`src/rtl/multiword_adder_ctrl.sv`:
```
// Sequential multi-precision adder: WORDS x N-bit operands summed one word per cycle, LSW first,
// with valid/ready streaming. Define MULTIWORD_OVF_EN to add the signed-overflow output `ovf`.

module carry_skip_adder #(
    parameter int N          = 8,
    parameter int BLOCK_SIZE = 4
) (
    input  logic [N-1:0] a,
    input  logic [N-1:0] b,
    input  logic         cin,
    output logic [N-1:0] sum,
    output logic         cout
);
    logic c;
    logic blk_cin;
    logic blk_p;

    // Ripple inside each block; a block whose bits all propagate forwards its carry-in directly.
    always_comb begin
        // NOTE: every variable gets a value before any branch so no latch is inferred.
        sum     = '0;
        c       = cin;
        blk_cin = cin;
        blk_p   = 1'b1;
        for (int i = 0; i < N; i++) begin
            sum[i] = a[i] ^ b[i] ^ c;
            c      = (a[i] & b[i]) | ((a[i] ^ b[i]) & c);
            blk_p  = blk_p & (a[i] ^ b[i]);
            if ((i % BLOCK_SIZE == BLOCK_SIZE - 1) || (i == N - 1)) begin
                if (blk_p) c = blk_cin;
                blk_cin = c;
                blk_p   = 1'b1;
            end
        end
        cout = c;
    end
endmodule

module multiword_adder_ctrl #(
    parameter int N          = 8,
    parameter int BLOCK_SIZE = 4,
    parameter int WORDS      = 4
) (
    input  logic         clk,
    input  logic         rst,
    input  logic         start,
    input  logic         cin_init,
    input  logic [N-1:0] a_word,
    input  logic [N-1:0] b_word,
    input  logic         in_valid,
    output logic         in_ready,
    output logic [N-1:0] sum_word,
    output logic         out_valid,
    input  logic         out_ready,
    output logic         last,
    output logic         cout_final,
    output logic         busy
`ifdef MULTIWORD_OVF_EN
    ,
    output logic         ovf
`endif
);
    localparam int CW = (WORDS > 1) ? $clog2(WORDS) : 1;
    localparam logic [CW-1:0] LAST_IDX = CW'(WORDS - 1);

    typedef enum logic [1:0] {IDLE, RUN, DONE} state_t;

    state_t        state, state_next;
    logic          carry;
    logic [CW-1:0] cnt;
    logic [N-1:0]  add_sum;
    logic          add_cout;
    logic          accept;
    logic          final_word;

    carry_skip_adder #(
        .N          (N),
        .BLOCK_SIZE (BLOCK_SIZE)
    ) u_adder (
        .a    (a_word),
        .b    (b_word),
        .cin  (carry),
        .sum  (add_sum),
        .cout (add_cout)
    );

    assign accept     = in_valid && in_ready;
    assign final_word = accept && (cnt == LAST_IDX);

    always_comb begin
        state_next = state;
        in_ready   = 1'b0;
        busy       = (state != IDLE);
        case (state)
            IDLE: if (start) state_next = RUN;
            RUN: begin
                in_ready = !out_valid || out_ready;
                if (in_valid && in_ready && (cnt == LAST_IDX)) state_next = DONE;
            end
            DONE: if (out_valid && out_ready) state_next = IDLE;
            default: state_next = IDLE;
        endcase
    end

    always_ff @(posedge clk) begin
        // NOTE: sequential state uses non-blocking assignments so all registers update together.
        if (rst) begin
            state <= IDLE;
            carry <= 1'b0;
            cnt   <= '0;
        end else begin
            state <= state_next;
            if (state == IDLE && start) begin
                carry <= cin_init;
                cnt   <= '0;
            end else if (accept) begin
                carry <= add_cout;
                cnt   <= cnt + CW'(1);
            end
        end
    end

    // An accept overwrites the output register even while it drains, so there is no bubble.
    always_ff @(posedge clk) begin
        if (rst) begin
            sum_word   <= '0;
            out_valid  <= 1'b0;
            last       <= 1'b0;
            cout_final <= 1'b0;
        end else if (accept) begin
            sum_word   <= add_sum;
            out_valid  <= 1'b1;
            last       <= final_word;
            cout_final <= final_word && add_cout;
        end else if (out_ready) begin
            sum_word   <= '0;
            out_valid  <= 1'b0;
            last       <= 1'b0;
            cout_final <= 1'b0;
        end
    end

`ifdef MULTIWORD_OVF_EN
    always_ff @(posedge clk) begin
        if (rst) begin
            ovf <= 1'b0;
        end else if (accept) begin
            ovf <= final_word && (a_word[N-1] == b_word[N-1]) && (add_sum[N-1] != a_word[N-1]);
        end else if (out_ready) begin
            ovf <= 1'b0;
        end
    end
`endif
endmodule
```
`config.mk`:
```
export PLATFORM = sky130hd
export DESIGN_NAME = multiword_adder_ctrl
export DESIGN_NICKNAME = d
export VERILOG_FILES = /design/src/rtl/multiword_adder_ctrl.sv
export SDC_FILE = /design/constraint.sdc
export NUM_CORES = 1
export LEC_CHECK = 0
export CAP_MARGIN = 0
export CORE_MARGIN = 2
export CORE_UTILIZATION = 49
export CTS_CLUSTER_DIAMETER = 150
export CTS_CLUSTER_SIZE = 40
export DETAILED_ROUTE_END_ITERATION = 8
export HOLD_SLACK_MARGIN = 0.08
export PLACE_DENSITY_LB_ADDON = 0.3
export SLEW_MARGIN = 10
export SYNTH_ARGS = -nofsm -noshare
export SYNTH_HDL_FRONTEND = slang
export SYNTH_HIERARCHICAL = 1
export SYNTH_SLANG_ARGS = --single-unit
```
`constraint.sdc`:
```
create_clock -name clk -period 11.2 [get_ports clk]
set_input_delay 1.12 -clock clk [delete_from_list [all_inputs] [get_ports clk]]
set_output_delay 1.12 -clock clk [all_outputs]
set_load 0.01 [all_outputs]
```
==> out/qor.txt, run 1 <==
peak supply drop -> 0.0531 mV
simple logic cell fraction of the synthesized area -> 17.2%
P_leak -> 0.569 nW
DP Area -> 1440 sq um
mux contribution to synthesized area -> 2.29%
# rows -> 17
GRT overflow -> 0
largest net degree at the start of global routing -> 17
Synth Area in Compound Gates -> 19.8%
routed wire length -> 2540 um
largest family of logic cells by synthesized area -> adder cells
Crit-path slowest cell -> clkdlybuf4s50_1
number of global-route vias before repair -> 980
worst path arrival time -> 5170 ps
initial antenna violation count -> 0
Min-Delay Path Class -> flip-flop to flip-flop
die span in x -> 51.2 um
initial core utilization -> 50.4%
PostCTS Resize Cnt -> 0
Setup-failing EPs final -> 0
Critical Path Source Type -> input pin
Crit path top cell by count -> fa_1
Tot GR Track Use -> 21.9%
Final ANT Viol Nets -> 0
Clk Latency, worst-skew pair -> 290 ps
Design Power -> 138 uW
final instance area -> 1480 sq um
DIE HEIGHT -> 51.2 um
Setup CP Type -> input pin to flip-flop
number of max-cap violations -> 0
postcts setup bufs -> 0
RSZ-0062 raised after global routing -> no
Final nets -> 186
setup TNS -> 0 ps
number of synthesized register bits -> 16
fmax -> 202 MHz
post-DR wirelength/cell -> 14.6 um
Root Driver -> clkbuf_4
Unique masters post-synth -> 27
relative slew slack -> 48.2%
period utilization -> 44.2%
DP HPWL -> 1990 um
grt met2 use -> 38.5%
die area -> 2630 sq um
sum of buffers and inverters on the critical path -> 5
CTS tree -> built
Slew Limit Fails -> 0
P&R area growth vs syn -> 34.9%
syn_area_per_cell -> 9.51 sq um
PD cells -> 93.2 nW/um^2
met1 Resource Use GR -> 27.0%
TritonRoute pass-1 iters -> 4
# hold bufs at CTS -> 0
Ant. Diodes -> 0
outcome -> finished clean
fillers -> 202
CTS HTree Levels -> 1
# DRC -> 0
clk slew on worst S/H paths -> 100 ps
worst slew pin tran -> 775 ps
met3 usage -> 2.63%
Synth Area in XOR/XNOR -> 0%
GRT busiest layer -> met2
first-pass GRT wire length -> 4330 um
data required time of the critical path -> 11420 ps
Period minus WS final -> 4950 ps
Buffers on Ports -> 34
clk sinks -> 16
crit path capture type -> flip-flop
Fin. Hold Viols -> 0
Syn Std Cell Area -> 1090 sq um
cell count after synthesis -> 115
initial drt markers -> 30
crit-path max FO -> 2
Final Skew -> 3.47 ps
CP delay by family, top -> adder cells
cell chain of the critical path -> clkdlybuf4s50_1 -> inv_1 -> fa_1 -> inv_1 -> fa_1 -> fa_1 -> fa_1 -> mux2_4 -> fa_1 -> fa_1 -> fa_1 -> inv_1 -> fa_1 -> inv_1 -> nand4_1 -> a21oi_1
syn_nets -> 154
post-synthesis sequential area ratio -> 29.3%
Max stage delay on crit path -> 430 ps
IO Count -> 35
total CTS buffers -> 3
Post-Synth Adder-Cell Area -> 24.9%
core footprint -> 2170 sq um
DR vias -> 1021
Syn. warnings -> 6
routability cong. -> 0.799
maximum root-to-sink buffer count -> 2
layout cells sized above 1 -> 6.85%
via/cell ratio -> 5.87
[placed cells by master (no fill, tap or decap), drive strengths merged]
| cell | Yosys | routed |
|---|---|---|
| a41o | 1 | 1 |
| nor2b | 2 | 2 |
| or2 | 1 | 1 |
| mux2i | 1 | 1 |
| mux2 | 1 | 1 |
| o21ba | 1 | 1 |
| a311oi | 1 | 1 |
| fa | 8 | 8 |
| clkbuf | 4 | 4 |
| a21oi | 14 | 14 |
| or3b | 1 | 1 |
| or4 | 2 | 2 |
| o21a | 1 | 1 |
| nor3 | 1 | 1 |
| nand2 | 2 | 2 |
| inv | 11 | 11 |
| nand4 | 13 | 13 |
| o311ai | 10 | 10 |
| dfxtp | 16 | 16 |
| nand2b | 4 | 4 |
| clkdlybuf4s50 | 0 | 34 |
| nand4b | 1 | 1 |
| ha | 9 | 9 |
| nor2 | 4 | 4 |
| o31ai | 3 | 3 |
[cells in the mapped netlist, drive strengths merged]
cell | number | area, sq um
ha | 9 | 113
mux2 | 1 | 15.0
o311ai | 10 | 87.6
dfxtp | 16 | 320
buf | 3 | 15.0
nor2b | 2 | 12.5
or2 | 1 | 6.26
o31ai | 3 | 22.5
nand4b | 1 | 8.76
nand2 | 2 | 7.51
nor3 | 1 | 5.00
nor2 | 4 | 15.0
or4 | 2 | 15.0
a41o | 1 | 10.0
fa | 8 | 160
a21oi | 14 | 70.1
o21a | 1 | 7.51
nand4 | 13 | 81.3
a311oi | 1 | 8.76
o21ba | 1 | 10.0
mux2i | 1 | 10.0
clkbuf | 4 | 15.0
nand2b | 4 | 27.5
inv | 11 | 41.3
or3b | 1 | 8.76
[power breakdown]
part | internal [mW] | leakage (nW) | total [mW] | switching [mW]
Clock | 0.0198 | 0.0210 | 0.0391 | 0.0192
Combinational | 0.0191 | 0.418 | 0.0371 | 0.0180
Sequential | 0.0592 | 0.130 | 0.0614 | 0.00215
Total | 0.0981 | 0.569 | 0.138 | 0.0394
[through the flow]
| step | hold WS (ps) | utilization (%) | std cells | worst slack (ps) |
|---|---|---|---|---|
| 6_report | 499 | 68.0 | 174 | 6250 |
| 5_1_grt | 525 | 68.0 | 174 | 6050 |
| 4_1_cts | 494 | 68.0 | 174 | 6230 |
| 3_5_place_dp | 480 | 66.3 | 170 | 5920 |
| 3_3_place_gp | 459 | 66.3 | 170 | 6040 |
| 2_1_floorplan | 450 | - | 115 | 6560 |
[worst paths after layout]
kind	from	to	slack [ps]	depth (start not counted)
max reg2reg	carry	sum_word[7]	7190	15
min	cnt[1]	cnt[1]	500	2
min reg2reg	cnt[1]	cnt[1]	500	2
max	b_word[0]	sum_word[7]	6250	16
[metal layers]
metal  wire length, um  part of all wire, %  vias to the layer above
met1              1050                   41                      478
met4                60                  2.4                        0
met2              1260                   50                       43
met5                 0                    0                        -
met3               171                  6.7                        7
li1                  -                    -                      493
[logic make-up after synthesis]
| family | count (synthesis) |
|---|---|
| mux | 2 |
| flops | 16 |
| simple gates | 31 |
| buf+inv | 18 |
| compound gates | 31 |
| fa+ha+maj | 17 |
[flip-flops by register name, indices dropped and copies added (netlist names)]
register / flops
last: 1
carry: 1
sum_word: 8
out_valid: 1
cnt: 2
state: 2
cout_final: 1
[final cells by class]
type	instances	area [sq um]	area share [%]
clock buffers	4	36.3	2.46
well taps	28	35.0	2.37
multi-input cells	81	702	47.6
inverters	11	41.3	2.80
repair buffers	34	340	23.1
flip-flops and latches	16	320	21.7
[tightest hold or removal path, delay by kind of cell, from the launching register on]
kind | cells | cell delay, ps
flip-flops | 1 | 330
AO/OA/AOI/OAI | 2 | 120
(Power assumes the default switching activity.)
==> inputs of run 2 (changes only) <==
- CORE_UTILIZATION: 49 -> 45
- clock period: 11.2 -> 5 ns (I/O delays scaled with it)
==> run 2 against run 1 <==
Combinational power rose by 120%. Largest cell class unchanged. Hold slack worse by 14 ps. Critical path type unchanged. Critical path depth did not move. Highest routed layer unchanged. Cell count unchanged. Sequential power rose by 120%.
==> out/qor.txt, run 2 (synthesized netlist as in run 1, its figures left out) <==
outcome -> finished clean
die span in x -> 53.3 um
Place WS -> 373 ps
Tot GR Track Use -> 19.9%
postcts setup bufs -> 0
DP Cell Count -> 170
total CTS buffers -> 3
Ant. Diodes -> 0
Largest Register -> sum_word
largest net degree at the start of global routing -> 17
Period minus WS final -> 4320 ps
Critical Path Source Type -> input pin
commonest cells after routing, fill and taps aside -> 34 x clkdlybuf4s50_1, 16 x dfxtp_1, 14 x a21oi_1
number of global-route vias before repair -> 951
setup slack after layout -> 683 ps
fmax -> 232 MHz
die area -> 2840 sq um
Root Driver -> clkbuf_4
first-pass GRT wire length -> 4040 um
layout cells sized above 1 -> 6.85%
maximum root-to-sink buffer count -> 2
PD cells -> 206 nW/um^2
Largest register FFs -> 8
# rows -> 17
commonest non-fill, non-tap cell in the layout -> clkdlybuf4s50_1
GRT overflow -> 0
PostCTS Resize Cnt -> 0
Fin. Hold Viols -> 0
core footprint -> 2250 sq um
Setup CP Type -> input pin to flip-flop
worst slew pin tran -> 768 ps
CTS HTree Levels -> 1
Buffers on Ports -> 34
Min-Delay Path Class -> flip-flop to flip-flop
routability cong. -> 0.778
DR vias -> 1001
Core Util, Final -> 65.4%
relative slew slack -> 48.7%
Clk Latency, worst-skew pair -> 280 ps
CTS tree -> built
number of max-cap violations -> 0
clk sinks -> 16
Setup-failing EPs final -> 0
# hold bufs at CTS -> 0
TritonRoute pass-1 iters -> 5
# DRC -> 0
P_leak -> 0.569 nW
initial antenna violation count -> 0
post-DR wirelength/cell -> 13.7 um
routed wire length -> 2380 um
Final nets -> 186
DIE HEIGHT -> 53.3 um
DP HPWL -> 1930 um
Slew Limit Fails -> 0
biggest regs -> sum_word: 8 flops, cnt: 2 flops, state: 2 flops
worst path arrival time -> 4530 ps
peak supply drop -> 0.119 mV
setup TNS -> 0 ps
crit-path max FO -> 2
P&R area growth vs syn -> 34.9%
period utilization -> 86.3%
Final ANT Viol Nets -> 0
IO Count -> 35
crit path capture type -> flip-flop
via/cell ratio -> 5.75
initial drt markers -> 29
data required time of the critical path -> 5210 ps
initial core utilization -> 48.5%
clk slew on worst S/H paths -> 90 ps
final std cells w/o fill -> 174
Final Skew -> 1.48 ps
RSZ-0062 raised after global routing -> no
==> run 2: through the flow <==
stage	hold slack [ps]	cell area [sq um]	power, mW
after floorplan	450	1090	0.181
after global placement	459	1440	0.221
after detailed placement	473	1440	0.223
after CTS	487	1480	0.306
after global routing	508	1480	0.323
final	485	1480	0.304
==> run 2: worst paths after layout <==
check | start | end | slack (ps) | cells past startpoint
max | a_word[0] | sum_word[7] | 680 | 16
min | cnt[1] | cnt[1] | 490 | 2
max reg2reg | carry | sum_word[7] | 1010 | 15
min reg2reg | cnt[1] | cnt[1] | 490 | 2
==> run 2: final cells by class <==
type	instances	area, sq um
clock buffer	4	36.3
fill	208	779
inverter	11	41.3
multi-input combinational	81	702
sequential	16	320
tap	28	35.0
timing repair buffer	34	340
==> run 2: routing by layer <==
layer | share of wire (%) | GRT usage, % | up-vias
met1 | 42 | 23.3 | 473
met4 | 1.5 | 7.69 | 0
met3 | 5.3 | 3.39 | 5
li1 | - | - | 490
met2 | 51 | 35.4 | 33
met5 | 0 | 0 | -
==> run 2: worst max-delay path: stages <==
cell             delay, ps
clkdlybuf4s50_1        430
inv_1                   90
fa_1                   170
inv_1                   50
fa_1                   370
fa_1                   380
fa_1                   360
mux2_4                 280
fa_1                   370
fa_1                   380
fa_1                   370
inv_1                   70
fa_1                   400
inv_1                   60
nand4_1                 80
a21oi_1                150
==> run 2: power by group <==
| part | internal, mW | leakage (nW) | switching, mW |
|---|---|---|---|
| Sequential | 0.133 | 0.130 | 0.00491 |
| Clock | 0.0444 | 0.0210 | 0.0399 |
| Combinational | 0.0426 | 0.418 | 0.0397 |
==> inputs of run 3 (changes only) <==
- HOLD_SLACK_MARGIN: 0.08 -> not set
- SLEW_MARGIN: 10 -> not set
==> results of run 3 <==
Same layout as run 2: the final DEF is identical, and so are final timing and power.
